$ cat src/rtl/clk_ratio_meter_pkg.sv
`default_nettype none
// ============================================================================
// Module   : clk_ratio_pkg
// Purpose  : Shared constants for the clock-ratio meter: FSM state encoding
//            and the default counter width / stall timeout.
// Ports    : none (package)
// Macro    : CLK_RATIO_META_SYNC_EN (consumed by edge_sampler / clk_ratio_meter)
// Revision : 1.0 - initial release
// ============================================================================
package clk_ratio_pkg;

    // Measurement FSM encoding.
    localparam logic [1:0] ST_IDLE    = 2'd0;
    localparam logic [1:0] ST_MEASURE = 2'd1;
    localparam logic [1:0] ST_STALLED = 2'd2;

    // Defaults shared by the interface and the top module.
    localparam int c_CNT_W_DEFAULT   = 28;
    localparam int c_TIMEOUT_DEFAULT = 1024;

endpackage : clk_ratio_pkg
`default_nettype wire

$ cat src/rtl/clk_ratio_meter_if.sv
`default_nettype none
// ============================================================================
// Module   : clk_ratio_meter_if
// Purpose  : Bundle of the measured divided clock and the meter's status /
//            measurement outputs.
// Signals  : div_clock_in  - divided clock under measurement (sampled as data)
//            period_out    - last measured period in clock_in cycles
//            high_out      - high cycles within the last measured period
//            meas_valid    - one-cycle pulse when period_out/high_out update
//            div_match     - period_out equals the expected divisor
//            locked        - stable-period indicator
//            stalled       - no rising edge within the timeout
// Modports : master - drives div_clock_in, observes the results
//            slave  - the meter itself
// Revision : 1.0 - initial release
// ============================================================================
interface clk_ratio_meter_if
    import clk_ratio_pkg::*;
#(
    parameter int CNT_W = c_CNT_W_DEFAULT
);
    logic             div_clock_in;
    logic [CNT_W-1:0] period_out;
    logic [CNT_W-1:0] high_out;
    logic             meas_valid;
    logic             div_match;
    logic             locked;
    logic             stalled;

    modport master (
        output div_clock_in,
        input  period_out,
        input  high_out,
        input  meas_valid,
        input  div_match,
        input  locked,
        input  stalled
    );

    modport slave (
        input  div_clock_in,
        output period_out,
        output high_out,
        output meas_valid,
        output div_match,
        output locked,
        output stalled
    );
endinterface : clk_ratio_meter_if
`default_nettype wire

$ cat src/rtl/clk_ratio_meter_edge_sampler.sv
`default_nettype none
// ============================================================================
// Module   : edge_sampler
// Purpose  : Samples the divided clock as data and produces the current
//            sample and a one-cycle rising-edge pulse.
// Ports    : clock_in       - block clock
//            reset          - synchronous active-high reset
//            i_div_clock    - divided clock under measurement
//            o_s_cur        - registered sample of the divided clock
//            o_rise         - high for one cycle when the sample goes 0 -> 1
// Macro    : CLK_RATIO_META_SYNC_EN - inserts a 2-flop synchronizer ahead of
//            the sample register (adds 2 cycles of latency).
// Revision : 1.0 - initial release
// ============================================================================
module edge_sampler (
    input  wire logic clock_in,
    input  wire logic reset,
    input  wire logic i_div_clock,
    output logic      o_s_cur,
    output logic      o_rise
);

    logic w_sample_d;
    logic r_s_cur;
    logic r_s_prev;

`ifdef CLK_RATIO_META_SYNC_EN
    // Input may be asynchronous to clock_in: resolve metastability first.
    logic r_sync1;
    logic r_sync2;

    always_ff @(posedge clock_in) begin
        if (reset) begin
            r_sync1 <= 1'b0;
            r_sync2 <= 1'b0;
        end else begin
            r_sync1 <= i_div_clock;
            r_sync2 <= r_sync1;
        end
    end

    assign w_sample_d = r_sync2;
`else
    assign w_sample_d = i_div_clock;
`endif

    always_ff @(posedge clock_in) begin
        if (reset) begin
            r_s_cur  <= 1'b0;
            r_s_prev <= 1'b0;
        end else begin
            r_s_cur  <= w_sample_d;
            r_s_prev <= r_s_cur;
        end
    end

    assign o_s_cur = r_s_cur;
    assign o_rise  = r_s_cur & ~r_s_prev;

endmodule : edge_sampler
`default_nettype wire

$ cat src/rtl/clk_ratio_meter.sv
`default_nettype none
// ============================================================================
// Module   : clk_ratio_meter
// Purpose  : Cycle-accurate monitor for a divided clock generated in the
//            clock_in domain. Measures period (rise to rise) and high time,
//            and flags divisor match, lock and stall.
// Ports    : clock_in  - block clock (same clock as the divider)
//            reset     - synchronous active-high reset
//            mon       - clk_ratio_meter_if.slave: div_clock_in in;
//                        period_out, high_out, meas_valid, div_match,
//                        locked, stalled out
// Params   : CNT_W, EXP_DIVISOR, LOCK_COUNT (1..15), TIMEOUT (> EXP_DIVISOR)
// Macro    : CLK_RATIO_META_SYNC_EN - input synchronizer and +/-1 cycle
//            period tolerance in the lock comparison.
// Revision : 1.0 - initial release
// ============================================================================
module clk_ratio_meter
    import clk_ratio_pkg::*;
#(
    parameter int               CNT_W       = c_CNT_W_DEFAULT,
    parameter logic [CNT_W-1:0] EXP_DIVISOR = CNT_W'(8),
    parameter int               LOCK_COUNT  = 3,
    parameter logic [CNT_W-1:0] TIMEOUT     = CNT_W'(c_TIMEOUT_DEFAULT)
) (
    input  wire logic        clock_in,
    input  wire logic        reset,
    clk_ratio_meter_if.slave mon
);

    localparam logic [CNT_W-1:0] c_CNT_MAX = '1;
    localparam logic [CNT_W-1:0] c_CNT_ONE = CNT_W'(1);
    localparam logic [3:0]       c_LOCK    = 4'(LOCK_COUNT);

    // ------------------------------------------------------------------
    // Edge detection
    // ------------------------------------------------------------------
    logic w_s_cur;
    logic w_rise;

    edge_sampler u_edge_sampler (
        .clock_in    (clock_in),
        .reset       (reset),
        .i_div_clock (mon.div_clock_in),
        .o_s_cur     (w_s_cur),
        .o_rise      (w_rise)
    );

    // ------------------------------------------------------------------
    // Run / high counters. Both reload to 1 on the rise cycle, so at the
    // next rise they hold exactly the cycles of the completed period.
    // ------------------------------------------------------------------
    logic [CNT_W-1:0] r_run_cnt;
    logic [CNT_W-1:0] r_hi_cnt;

    always_ff @(posedge clock_in) begin
        if (reset) begin
            r_run_cnt <= '0;
            r_hi_cnt  <= '0;
        end else begin
            if (w_rise) begin
                r_run_cnt <= c_CNT_ONE;
            end else if (r_run_cnt != c_CNT_MAX) begin
                r_run_cnt <= r_run_cnt + c_CNT_ONE;
            end

            if (w_rise) begin
                r_hi_cnt <= c_CNT_ONE;
            end else if (w_s_cur && (r_hi_cnt != c_CNT_MAX)) begin
                r_hi_cnt <= r_hi_cnt + c_CNT_ONE;
            end
        end
    end

    // ------------------------------------------------------------------
    // FSM: state register / next state / outputs
    // ------------------------------------------------------------------
    logic [1:0] r_state;
    logic [1:0] w_state_next;
    logic       w_take_meas;
    logic       w_enter_stall;
    logic       w_stalled;

    always_ff @(posedge clock_in) begin
        if (reset) begin
            r_state <= ST_IDLE;
        end else begin
            r_state <= w_state_next;
        end
    end

    always_comb begin
        w_state_next = r_state;
        case (r_state)
            ST_IDLE: begin
                if (w_rise) begin
                    w_state_next = ST_MEASURE;
                end
            end
            ST_MEASURE: begin
                // A rise in the timeout cycle still counts as a period.
                if (!w_rise && (r_run_cnt == TIMEOUT)) begin
                    w_state_next = ST_STALLED;
                end
            end
            ST_STALLED: begin
                if (w_rise) begin
                    w_state_next = ST_MEASURE;
                end
            end
            default: begin
                w_state_next = ST_IDLE;
            end
        endcase
    end

    always_comb begin
        w_take_meas   = 1'b0;
        w_enter_stall = 1'b0;
        w_stalled     = 1'b0;
        case (r_state)
            ST_MEASURE: begin
                w_take_meas   = w_rise;
                w_enter_stall = !w_rise && (r_run_cnt == TIMEOUT);
            end
            ST_STALLED: begin
                w_stalled = 1'b1;
            end
            default: begin
                w_take_meas = 1'b0;
            end
        endcase
    end

    // ------------------------------------------------------------------
    // Lock comparison against the previous period
    // ------------------------------------------------------------------
    logic [CNT_W-1:0] r_prev_period;
    logic             r_prev_valid;
    logic [3:0]       r_match_cnt;
    logic [3:0]       w_match_next;
    logic             w_same;

`ifdef CLK_RATIO_META_SYNC_EN
    logic [CNT_W-1:0] w_diff;

    // Synchronizer phase can move an edge by one cycle: tolerate +/-1.
    always_comb begin
        if (r_run_cnt >= r_prev_period) begin
            w_diff = r_run_cnt - r_prev_period;
        end else begin
            w_diff = r_prev_period - r_run_cnt;
        end
        w_same = (w_diff <= c_CNT_ONE);
    end
`else
    always_comb begin
        w_same = (r_run_cnt == r_prev_period);
    end
`endif

    always_comb begin
        w_match_next = '0;
        if (r_prev_valid && w_same) begin
            if (r_match_cnt == c_LOCK) begin
                w_match_next = r_match_cnt;
            end else begin
                w_match_next = r_match_cnt + 4'd1;
            end
        end
    end

    // ------------------------------------------------------------------
    // Measurement / status registers
    // ------------------------------------------------------------------
    logic [CNT_W-1:0] r_period;
    logic [CNT_W-1:0] r_high;
    logic             r_meas_valid;
    logic             r_div_match;
    logic             r_locked;

    always_ff @(posedge clock_in) begin
        if (reset) begin
            r_period      <= '0;
            r_high        <= '0;
            r_meas_valid  <= 1'b0;
            r_div_match   <= 1'b0;
            r_locked      <= 1'b0;
            r_match_cnt   <= '0;
            r_prev_period <= '0;
            r_prev_valid  <= 1'b0;
        end else begin
            r_meas_valid <= w_take_meas;
            if (w_take_meas) begin
                r_period      <= r_run_cnt;
                r_high        <= r_hi_cnt;
                r_div_match   <= (r_run_cnt == EXP_DIVISOR);
                r_match_cnt   <= w_match_next;
                r_locked      <= (w_match_next == c_LOCK);
                r_prev_period <= r_run_cnt;
                r_prev_valid  <= 1'b1;
            end else if (w_enter_stall) begin
                // Restart lock qualification from scratch after a stall;
                // measured values are kept for debug visibility.
                r_match_cnt  <= '0;
                r_locked     <= 1'b0;
                r_prev_valid <= 1'b0;
            end
        end
    end

    assign mon.period_out = r_period;
    assign mon.high_out   = r_high;
    assign mon.meas_valid = r_meas_valid;
    assign mon.div_match  = r_div_match;
    assign mon.locked     = r_locked;
    assign mon.stalled    = w_stalled;

endmodule : clk_ratio_meter
`default_nettype wire

$ cat src/flat_wrapper.sv
// flat-port wrapper written by rule: the top's interface ports become plain ports
module clk_ratio_meter_flat import clk_ratio_pkg::*;
#(
    parameter int               CNT_W       = c_CNT_W_DEFAULT,
    parameter logic [CNT_W-1:0] EXP_DIVISOR = CNT_W'(8),
    parameter int               LOCK_COUNT  = 3,
    parameter logic [CNT_W-1:0] TIMEOUT     = CNT_W'(c_TIMEOUT_DEFAULT)
)
  (clock_in, reset, mon_div_clock_in, mon_period_out, mon_high_out, mon_meas_valid, mon_div_match, mon_locked, mon_stalled);
  clk_ratio_meter_if #(.CNT_W(CNT_W)) mon_i ();
  input  wire logic clock_in;
  input  wire logic reset;
  input wire logic [$bits(mon_i.div_clock_in)-1:0] mon_div_clock_in;
  output wire logic [$bits(mon_i.period_out)-1:0] mon_period_out;
  output wire logic [$bits(mon_i.high_out)-1:0] mon_high_out;
  output wire logic [$bits(mon_i.meas_valid)-1:0] mon_meas_valid;
  output wire logic [$bits(mon_i.div_match)-1:0] mon_div_match;
  output wire logic [$bits(mon_i.locked)-1:0] mon_locked;
  output wire logic [$bits(mon_i.stalled)-1:0] mon_stalled;
  assign mon_i.div_clock_in = mon_div_clock_in;
  assign mon_period_out = mon_i.period_out;
  assign mon_high_out = mon_i.high_out;
  assign mon_meas_valid = mon_i.meas_valid;
  assign mon_div_match = mon_i.div_match;
  assign mon_locked = mon_i.locked;
  assign mon_stalled = mon_i.stalled;
  clk_ratio_meter #(.CNT_W(CNT_W), .EXP_DIVISOR(EXP_DIVISOR), .LOCK_COUNT(LOCK_COUNT), .TIMEOUT(TIMEOUT)) u_core (.clock_in(clock_in), .reset(reset), .mon(mon_i));
endmodule
$ cat config.mk
export PLATFORM = sky130hd
export DESIGN_NAME = clk_ratio_meter_flat
export DESIGN_NICKNAME = d
export VERILOG_FILES = /design/src/rtl/clk_ratio_meter_pkg.sv /design/src/rtl/clk_ratio_meter_if.sv /design/src/rtl/clk_ratio_meter_edge_sampler.sv /design/src/rtl/clk_ratio_meter.sv /design/src/flat_wrapper.sv
export SDC_FILE = /design/constraint.sdc
export NUM_CORES = 1
export LEC_CHECK = 0
export BUFFER_PORTS_ARGS = -buffer_cell sky130_fd_sc_hd__buf_2
export CAP_MARGIN = 20
export CELL_PAD_IN_SITES_DETAIL_PLACEMENT = 1
export CELL_PAD_IN_SITES_GLOBAL_PLACEMENT = 1
export CORE_MARGIN = 1
export CORE_UTILIZATION = 30
export DETAILED_ROUTE_END_ITERATION = 10
export GPL_TIMING_DRIVEN = 0
export PLACE_DENSITY = 0.65
export SYNTH_ARGS = -nofsm -noshare
export SYNTH_HDL_FRONTEND = slang
export SYNTH_SLANG_ARGS = --single-unit
$ cat constraint.sdc
create_clock -name clock_in -period 2.38 [get_ports clock_in]
set_input_delay 0.238 -clock clock_in [delete_from_list [all_inputs] [get_ports clock_in]]
set_output_delay 0.238 -clock clock_in [all_outputs]
set_load 0.01 [all_outputs]
==> results.py, run 1 <==
metrics = {
    "critical_path": {
        "start_kind": "register",
        "r2r-start": "u_core.r_run_cnt[0]",
        "cp_data_required_time_ns": 2.67,
        "end_kind": "register",
        "critPathMaxFanout": 7,
        "r2r_end": "u_core.r_run_cnt[14]",
        "critPathLaunch": "u_core.r_run_cnt[0]",
        "r2r_slack_ns": 0.19,
        "reg2reg_depth": 6,
        "crit_arrival_ns": 2.48,
        "path_class": "register to register",
    },
    "sta": {
        "holdWs_ns": 0.0458,
        "skew_ns": 0.00947,
        "fin_crit_ns": 2.19,
        "hold_viol_final": 0,
        "drv_slew": 0,
        "period_share_pct": 92.1,
        "rsz0062_at_grt": "false",
        "setup_slack_ns": 0.187,
        "relSlewSlack_pct": 43.6,
        "tns_ns": 0,
        "max_freq_ghz": 0.456,
        "finalSetupViolCount": 0,
        "worst_pin_slew_ns": 0.846,
    },
    "detailed_routing": {
        "routed-via-count": 5270,
        "first_pass_iters": 4,
        "vias_per_cell": 4.91,
        "drc_errors": 0,
        "routed_wl_um": 17200,
        "route.top_layer_used": "met4",
        "wl_met2_um": 8460,
        "ant_nets": 0,
        "dr_wl_met3_um": 578,
        "wire_per_inst_um": 16.1,
        "dr.first_iter.drc_count": 233,
        "m1WireLength_um": 8040,
    },
    "global_routing": {
        "globalRouteOverflowTotal": 0,
        "antenna_found_initial": 0,
        "grt_max_degree": 17,
        "track_usage_pct": 18.0,
        "grt_pass1_wl_um": 27800,
        "grt_pass1_vias": 5190,
    },
    "cts": {
        "clockRootBuffer": "clkbuf_16",
        "cts_buffers": 17,
        "clk_pin_slew_worst_paths_ns": 0.06,
        "cts.sinks": 124,
        "tritoncts": "built",
        "htreeDepth": 4,
        "cts_max_path_buffers": 2,
        "holdBufCountCts": 0,
        "clk_latency_ns": 0.43,
    },
    "worst_hold_path": {
        "min_path_cells": 2,
        "hp-class": "primary input to register",
        "hold_start": "mon_div_clock_in",
        "worst_hold_path.endpoint": "u_core.u_edge_sampler.o_s_cur",
    },
    "floorplanning": {
        "fp.dieH_um": 142,
        "num_io_pins": 63,
        "rows": 50,
        "die_w_um": 142,
        "initial_core_util_pct": 31.0,
        "core_mm2": 0.0190,
        "floorplan.die_area_mm2": 0.0201,
    },
    "cells_and_area": {
        "antenna_cells": 0,
        "areaGrowthSynthToFinish_pct": 22.5,
        "final_layout_size_suffix_gt1_share_pct": 17.1,
        "nets": 807,
        "fin_cells": 1073,
        "fill_cells": 2324,
    },
    "power_and_ir_drop": {
        "pwr-share-seq_pct": 41.6,
        "p_int_mw": 3.90,
        "ir_worst_vdd_mv": 0.503,
        "power.static_leakage_nw": 2.72,
        "p_switching_mw": 1.14,
        "power_density_mw_per_mm2": 701,
        "p_sw_share_pct": 22.6,
        "total_power_mw": 5.04,
        "power_frac_clock_pct": 55.6,
        "combinationalPowerShare_pct": 2.8,
    },
    "synthesis": {
        "syn_inst": 715,
        "synth.cell_area_mm2": 0.00587,
        "synth_fp_nets": 722,
        "synth-main-ff-cell": "dfxtp_1",
        "synth_top_area_cell": "dfxtp_1",
        "synth_area_leaders": "dfxtp_1 (42%), nand2_1 (9.0%), a21oi_1 (7.7%), xnor2_1 (6.1%), buf_6 (2.9%)",
        "yosysTopAreaCellShare_pct": 42.3,
        "ys_seq_elements": 124,
        "synth_async_sr_flop_share_pct": 0,
        "avgSynthCellArea_um2": 8.21,
        "ys_warn_count": 0,
        "yosysSeqAreaShare_pct": 42.3,
        "synth-edff-count": 0,
        "synth_cell_type_count": 57,
    },
    "place": {
        "io_buffer_count": 62,
        "hpwl_um": 12400,
        "gp_congestion": 0.793,
        "dpl.cell_count": 1037,
        "place_ws_ns": 0.0389,
    },
    "job": {
        "drv_cap": 0,
    },
    "outcome": {
        "status": "finished clean",
    },
}
[worst max path at each step]
stage                           end  slack (ns)  cells past startpoint
4_1_cts         u_core.r_run_cnt[7]        0.02                      7
6_report       u_core.r_run_cnt[14]        0.19                      6
5_1_grt         u_core.r_run_cnt[6]        0.03                      7
3_3_place_gp    u_core.r_run_cnt[6]        0.05                      7
3_5_place_dp    u_core.r_run_cnt[7]        0.04                      7
2_1_floorplan  u_core.r_run_cnt[14]        0.53                      6
[through the flow]
step	cell area [um^2]	utilization [%]
global route	7190	37.9
CTS	7140	37.7
finish	7190	37.9
floorplan	5870	-
detailed placement	6500	34.3
global placement	6500	34.3
[critical path: stages (launching register included)]
cell	delay, ns
dfxtp_1	0.51
ha_1	0.32
nand3_1	0.21
or4_2	0.66
a21oi_1	0.17
xnor2_1	0.14
nor2_1	0.06
[flip-flops by register name, summed over array words and instances, names as in the netlist, 2 cells and up]
signal,cells
u_core.r_state,2
u_core.mon.high_out,28
u_core.r_run_cnt,28
u_core.r_match_cnt,4
u_core.r_hi_cnt,28
u_core.r_prev_period,28
[routing by layer]
layer | vias up | GRT usage [%]
met5 | - | 0
met1 | 2546 | 22.7
met3 | 11 | 3.07
li1 | 2648 | -
met2 | 65 | 30.8
met4 | 0 | 6.34
[cell type report]
| cell class | instances | area (um^2) | share of cell area (%) |
|---|---|---|---|
| Clock buffer | 18 | 439 | 6.11 |
| Timing Repair Buffer | 66 | 340 | 4.73 |
| Tap cell | 260 | 325 | 4.52 |
| Clock inverter | 14 | 194 | 2.70 |
| Sequential cell | 124 | 2480 | 34.5 |
| Multi-Input combinational cell | 520 | 3000 | 41.7 |
| Buffer | 59 | 368 | 5.12 |
| Inverter | 12 | 45.0 | 0.627 |
[cells in the final DEF, fill, tap and decap left out, drive strengths merged, types with 6 or more instances in the layout]
cell / instances
buf: 93
a31oi: 7
nand3: 19
inv: 13
xor2: 15
nand2: 141
a21oi: 90
nor4: 12
clkbuf: 49
o21ai: 20
nor3: 9
nor2: 43
nand4: 25
or3: 12
xnor2: 41
nor2b: 6
and4: 13
dfxtp: 124
and3: 12
[synth_stat cells (all sizes together) (13+ instances only)]
cell type and count:
nand2 141, dfxtp 124, a21oi 90, nor2 43, xnor2 41, clkbuf 31, buf 27, nand4 25
o21ai 20, nand3 19, xor2 15, and4 13
[what timing repair did]
action,in CTS,in global routing
hold endpoints to repair,0,0
setup endpoints to repair,0,25
gates resized for setup,0,5
setup buffers,0,4
[power by group through the flow]
stage	combinational [mW]	sequential (mW)	clock [mW]
floorplan	0.0878	2.14	0
global placement	0.142	2.14	0
detailed placement	0.143	2.14	0
CTS	0.144	2.10	2.85
global route	0.160	2.10	2.95
finish	0.142	2.10	2.80
[cells by family (layout without fill, tap and decap cells)]
kind of cell             count (synthesis)  after routing  share of synthesized area, %
AO/OA/AOI/OAI                          144            144                          14.3
XOR/XNOR                                56             56                          8.36
adder cells (fa/ha/maj)                  4              4                         0.853
buffers and inverters                   71            169                          7.03
flip-flops                             124            124                          42.3
multiplexers                             3              3                         0.533
AND/OR/NAND/NOR                        313            313                          26.7
Power figures use the tool's default switching activity.
==> run 2, diff against run 1 <==
--- a/config.mk
+++ b/config.mk
@@ -14,6 +14,7 @@
 export DETAILED_ROUTE_END_ITERATION = 10
 export GPL_TIMING_DRIVEN = 0
 export PLACE_DENSITY = 0.65
+export SETUP_SLACK_MARGIN = 0.5
 export SYNTH_ARGS = -nofsm -noshare
 export SYNTH_HDL_FRONTEND = slang
 export SYNTH_SLANG_ARGS = --single-unit
==> run 2 against run 1 <==
  * Global-route usage grew 0.41 points
  * Sequential share of layout area shrank 2.1 points
  * Non-clock buffer count grew 26
  * Worst setup slack gained 0.34 ns
  * Critical path depth grew 2
  * Via count grew 4.5%
  * Highest routed layer unchanged
  * Total power grew 0.56%
  * Register-to-register slack gained 0.34 ns
  * Sequential cell count is the same
==> results.py, run 2 (synthesis results as in run 1) <==
metrics = {
    "cts": {
        "cts_buffers": 17,
        "cts_max_path_buffers": 2,
        "clk_pin_slew_worst_paths_ns": 0.06,
        "cts.sinks": 124,
        "tritoncts": "built",
        "clk_latency_ns": 0.42,
        "htreeDepth": 4,
        "clockRootBuffer": "clkbuf_16",
    },
    "critical_path": {
        "cp_data_required_time_ns": 2.73,
        "r2r_end": "u_core.r_hi_cnt[11]",
        "start_kind": "register",
        "r2r-start": "u_core.r_hi_cnt[11]",
        "end_kind": "register",
        "critPathMostFrequentCell": "buf_6",
        "cp_cell_sequence": "and4_1 > buf_6 > and2_4 > buf_6 > a31o_4 > buf_8 > or3_1 > a21oi_2",
        "endpoint": "u_core.r_hi_cnt[11]",
        "path_class": "register to register",
        "reg2reg_depth": 8,
        "slowest_stage": "dfxtp_4",
        "r2r_slack_ns": 0.53,
        "critPathMaxFanout": 6,
        "cpPeakStageDelay_ns": 0.35,
        "critPathLaunch": "u_core.r_hi_cnt[11]",
        "crit_arrival_ns": 2.20,
    },
    "place": {
        "dpl.cell_count": 1037,
        "hpwl_um": 12400,
        "gp_congestion": 0.793,
        "io_buffer_count": 62,
    },
    "detailed_routing": {
        "first_pass_iters": 4,
        "wire_per_inst_um": 16.7,
        "dr.first_iter.drc_count": 220,
        "vias_per_cell": 5.00,
        "ant_nets": 0,
        "routed-via-count": 5505,
        "drc_errors": 0,
        "routed_wl_um": 18400,
    },
    "cells_and_area": {
        "areaGrowthSynthToFinish_pct": 32.3,
        "final_layout_size_suffix_gt1_share_pct": 27.1,
        "antenna_cells": 0,
        "nets": 834,
        "mostFrequentLayoutCell": "nand2_1",
        "fin_cells": 1100,
        "multi_input_area_mm2": 0.00325,
        "seq_area_mm2": 0.00251,
        "final_cell_mix": "nand2_1 (139), dfxtp_1 (108), a21oi_1 (83)",
        "fill_cells": 2292,
    },
    "power_and_ir_drop": {
        "power.static_leakage_nw": 2.96,
        "power_density_mw_per_mm2": 653,
        "ir_worst_vdd_mv": 0.500,
        "total_power_mw": 5.07,
    },
    "sta": {
        "rsz0062_at_grt": "true",
        "tns_ns": 0,
        "finalSetupViolCount": 0,
        "hold_viol_final": 0,
        "max_freq_ghz": 0.540,
        "period_share_pct": 77.8,
        "fin_crit_ns": 1.85,
        "drv_slew": 0,
        "worst_pin_slew_ns": 0.672,
        "skew_ns": 0.00983,
        "relSlewSlack_pct": 55.2,
    },
    "floorplanning": {
        "floorplan.die_area_mm2": 0.0201,
        "rows": 50,
        "fp.dieH_um": 142,
        "core_mm2": 0.0190,
        "num_io_pins": 63,
        "die_w_um": 142,
        "initial_core_util_pct": 31.0,
    },
    "global_routing": {
        "grt_pass1_vias": 5298,
        "grt_max_degree": 17,
        "globalRouteOverflowTotal": 0,
        "track_usage_pct": 18.4,
        "antenna_found_initial": 0,
        "grt_pass1_wl_um": 28500,
    },
    "job": {
        "drv_cap": 0,
    },
    "outcome": {
        "status": "finished clean",
    },
    "worst_hold_path": {
        "hp-class": "primary input to register",
    },
}
## run 2: routing by layer
metal,vias up,track usage (%),share of wire [%]
met3,26,3.34,3.1
li1,2704,-,-
met1,2687,23.3,46
met2,88,31.1,50
met4,0,7.02,1.9
met5,-,0,0
## run 2: worst max-delay path, delay by kind of cell, from the launching register on
kind | cells | cell delay [ns]
AOI/OAI and AO/OA | 2 | 0.40
DFF | 1 | 0.35
and+or+nand+nor | 3 | 0.64
buffers and inverters | 3 | 0.38
## run 2: through the flow
| stage | cell area [um^2] | utilization (%) | hold slack (ns) | worst slack [ns] |
|---|---|---|---|---|
| 6_report | 7770 | 41.0 | 0.0510 | 0.529 |
| 5_1_grt | 7770 | 41.0 | 0.0824 | 0.452 |
| 4_1_cts | 7360 | 38.8 | 0.0431 | 0.478 |
| 3_5_place_dp | 6500 | 34.3 | 0.447 | 0.0389 |
| 3_3_place_gp | 6500 | 34.3 | 0.442 | 0.0456 |
| 2_1_floorplan | 5870 | - | 0.366 | 0.533 |
## run 2: where the power goes
group	switching (mW)	internal [mW]
registers	0.0149	2.08
logic	0.114	0.0494
clock network	1.03	1.78
## run 2: final cells by class
cell class	count	share of cell area, %
Clock inverter	14	2.50
Multi-Input combinational cell	521	41.9
Sequential cell	124	32.4
Buffer	59	5.61
Clock buffer	18	5.65
Tap cell	260	4.19
Inverter	12	0.580
Timing Repair Buffer	92	7.22
## run 2: how the worst min path moves through the flow
stage / cells past startpoint / endpoint / start
after floorplan: 1 / u_core.u_edge_sampler.o_s_cur / mon_div_clock_in
after global placement: 2 / u_core.mon.high_out[9] / u_core.mon.high_out[9]
after detailed placement: 2 / u_core.mon.high_out[5] / u_core.mon.high_out[5]
after CTS: 2 / u_core.u_edge_sampler.o_s_cur / mon_div_clock_in
after global routing: 2 / u_core.u_edge_sampler.o_s_cur / mon_div_clock_in
final: 2 / u_core.u_edge_sampler.o_s_cur / mon_div_clock_in
## run 2: what timing repair did
action | 4_1_cts | 5_1_grt
pin swaps | 8 | 21
buffers inserted | 8 | 21
hold buffers | 0 | 0
cloned | 0 | 2
setup endpoints to repair | 86 | 74
gates resized for setup | 47 | 64
==> run 3, diff against run 2 <==
--- a/config.mk
+++ b/config.mk
@@ -13,7 +13,7 @@
 export CORE_UTILIZATION = 30
 export DETAILED_ROUTE_END_ITERATION = 10
 export GPL_TIMING_DRIVEN = 0
-export PLACE_DENSITY = 0.65
+export PLACE_DENSITY = 0.67
 export SETUP_SLACK_MARGIN = 0.5
 export SYNTH_ARGS = -nofsm -noshare
 export SYNTH_HDL_FRONTEND = slang
==> constraint.sdc (replaced) <==
create_clock -name clock_in -period 1.6 [get_ports clock_in]
set_input_delay 0.16 -clock clock_in [delete_from_list [all_inputs] [get_ports clock_in]]
set_output_delay 0.16 -clock clock_in [all_outputs]
set_load 0.01 [all_outputs]
==> run 3 against run 2 <==
  * The run now ends with negative setup slack left
  * Cell count grew 7.9%
  * Worst setup slack lost 0.88 ns
  * Non-clock buffer count increased by 90
  * Cell area rose by 29%
  * Combinational power grew to 2.8 times the previous value
  * Hold slack improved by 0.16 ns
  * Clock power increased by 32%
  * Global-route usage grew 3.7 points
  * Utilization up 12 points
  * Die area did not move
==> results.py, run 3 (synthesis results as in run 1) <==
metrics = {
    "cts": {
        "tritoncts": "built",
        "clk_latency_ns": 0.44,
        "cts_max_path_buffers": 2,
        "clk_pin_slew_worst_paths_ns": 0.06,
        "htreeDepth": 4,
        "cts.sinks": 124,
        "clockRootBuffer": "clkbuf_16",
        "cts_buffers": 17,
    },
    "detailed_routing": {
        "routed_wl_um": 25100,
        "drc_errors": 0,
        "routed-via-count": 6251,
        "wire_per_inst_um": 21.1,
        "dr.first_iter.drc_count": 299,
        "first_pass_iters": 5,
        "ant_nets": 0,
        "vias_per_cell": 5.27,
    },
    "critical_path": {
        "path_delay_family": "simple AND/OR/NAND/NOR gates",
        "end_kind": "register",
        "crit_arrival_ns": 2.29,
        "cp.buffers_inverters": 2,
        "critPathMaxFanout": 6,
        "path_class": "register to register",
        "reg2reg_depth": 8,
        "crit_cells": 8,
        "start_kind": "register",
        "slowest_stage": "dfxtp_4",
        "cp_cell_sequence": "ha_4 > and3_4 > clkbuf_16 > nand4_1 > o21ai_4 > buf_12 > or3_1 > a21oi_1",
        "cp_data_required_time_ns": 1.94,
        "cpPeakStageDelay_ns": 0.36,
    },
    "place": {
        "io_buffer_count": 62,
        "hpwl_um": 12600,
        "gp_congestion": 0.808,
        "dpl.cell_count": 1037,
        "place_ws_ns": -0.558,
    },
    "sta": {
        "rsz0062_at_grt": "true",
        "max_freq_ghz": 0.514,
        "worst_pin_slew_ns": 0.758,
        "tns_ns": -12.21,
        "drv_slew": 0,
        "relSlewSlack_pct": 49.5,
        "hold_viol_final": 0,
        "setup_slack_ns": -0.346,
        "skew_ns": 0.00922,
        "fin_crit_ns": 1.95,
        "finalSetupViolCount": 71,
        "period_share_pct": 122,
    },
    "global_routing": {
        "grt_max_degree": 17,
        "globalRouteOverflowTotal": 0,
        "grt_pass1_vias": 6226,
        "grt_pass1_wl_um": 33900,
        "antenna_found_initial": 0,
        "track_usage_pct": 22.1,
    },
    "power_and_ir_drop": {
        "p_sw_share_pct": 24.6,
        "power_frac_clock_pct": 51.0,
        "ir_worst_vdd_mv": 0.811,
        "p_switching_mw": 1.78,
        "power.static_leakage_nw": 4.29,
        "pwr-share-seq_pct": 42.7,
        "power_density_mw_per_mm2": 724,
        "combinationalPowerShare_pct": 6.3,
        "p_int_mw": 5.48,
    },
    "cells_and_area": {
        "mostFrequentLayoutCell": "buf_4",
        "areaGrowthSynthToFinish_pct": 70.9,
        "final_cell_mix": "buf_4 (82), nand2_1 (81), a21oi_2 (72)",
        "antenna_cells": 0,
        "nets": 924,
        "final_layout_size_suffix_gt1_share_pct": 59.5,
        "fin_cells": 1187,
    },
    "worst_hold_path": {
        "hp-class": "primary input to register",
        "min_path_cells": 3,
    },
    "outcome": {
        "status": "finished with violations",
        "violations": "negative setup slack",
    },
    "floorplanning": {
        "die_w_um": 142,
        "core_mm2": 0.0190,
        "initial_core_util_pct": 31.0,
        "rows": 50,
        "num_io_pins": 63,
        "fp.dieH_um": 142,
        "floorplan.die_area_mm2": 0.0201,
    },
    "job": {
        "drv_cap": 0,
    },
}
run 3: cell count changes in the layout (fill, tap and decap cells not counted), sizes merged:
cell	previous run	this run
buf	117	215
bufinv	4	1
clkbuf	51	45
clkinv	4	5
clkinvlp	5	2
dlygate4sd3	0	1
inv	13	12
run 3: routing by layer:
| layer | track usage [%] | part of all wire [%] | up-vias |
|---|---|---|---|
| li1 | - | - | 2896 |
| met1 | 26.2 | 41 | 3121 |
| met5 | 0 | 0 | - |
| met2 | 38.2 | 52 | 167 |
| met4 | 11.1 | 3.9 | 0 |
| met3 | 4.02 | 3.1 | 67 |
run 3: per-stage QoR:
stage,hold slack (ns),area [um^2],power [mW],util (%)
final,0.212,10000,7.26,52.9
after global routing,0.226,10000,7.45,52.9
after CTS,0.198,8830,7.17,46.6
after detailed placement,0.409,6910,3.44,36.5
after global placement,0.400,6910,3.43,36.5
after floorplan,0.288,6280,3.34,-
run 3: final cells by class:
type,instances,area [um^2]
Fill cell,2064,8930
Clock inverter,8,70.1
Inverter,12,47.5
Sequential cell,124,2620
Tap cell,260,325
Buffer,59,716
Timing Repair Buffer,182,1580
Clock buffer,21,470
Multi-Input combinational cell,521,4200
run 3: path summary, 6_finish.rpt:
check                          from                endpoint  slack, ns
max              u_core.r_hi_cnt[1]      u_core.r_hi_cnt[3]      -0.35
max reg2reg      u_core.r_hi_cnt[1]      u_core.r_hi_cnt[3]      -0.35
min                           reset       u_core.r_state[1]       0.21
min reg2reg  u_core.mon.high_out[1]  u_core.mon.high_out[1]       0.45
run 3: repair_timing:
item | CTS | global route
hold buffers | 1 | 0
resized for setup | 175 | 248
cloned | 7 | 2
pin swaps | 73 | 115
setup endpoints to repair | 152 | 154
endpoints found under the hold margin | 1 | 0
setup buffers | 76 | 35
run 3: worst register-to-register path, cell delays in order (launching register included):
cell and delay (ns):
dfxtp_4 0.36, ha_4 0.16, and3_4 0.18, clkbuf_16 0.16, nand4_1 0.22, o21ai_4 0.12
buf_12 0.16, or3_1 0.32, a21oi_1 0.18
run 3: power by group through the flow:
| stage | Sequential (mW) | Combinational (mW) | Clock [mW] |
|---|---|---|---|
| final | 3.10 | 0.455 | 3.71 |
| after global routing | 3.10 | 0.476 | 3.87 |
| after CTS | 3.11 | 0.356 | 3.71 |
| after detailed placement | 3.20 | 0.241 | 0 |
| after global placement | 3.19 | 0.238 | 0 |
| after floorplan | 3.19 | 0.151 | 0 |
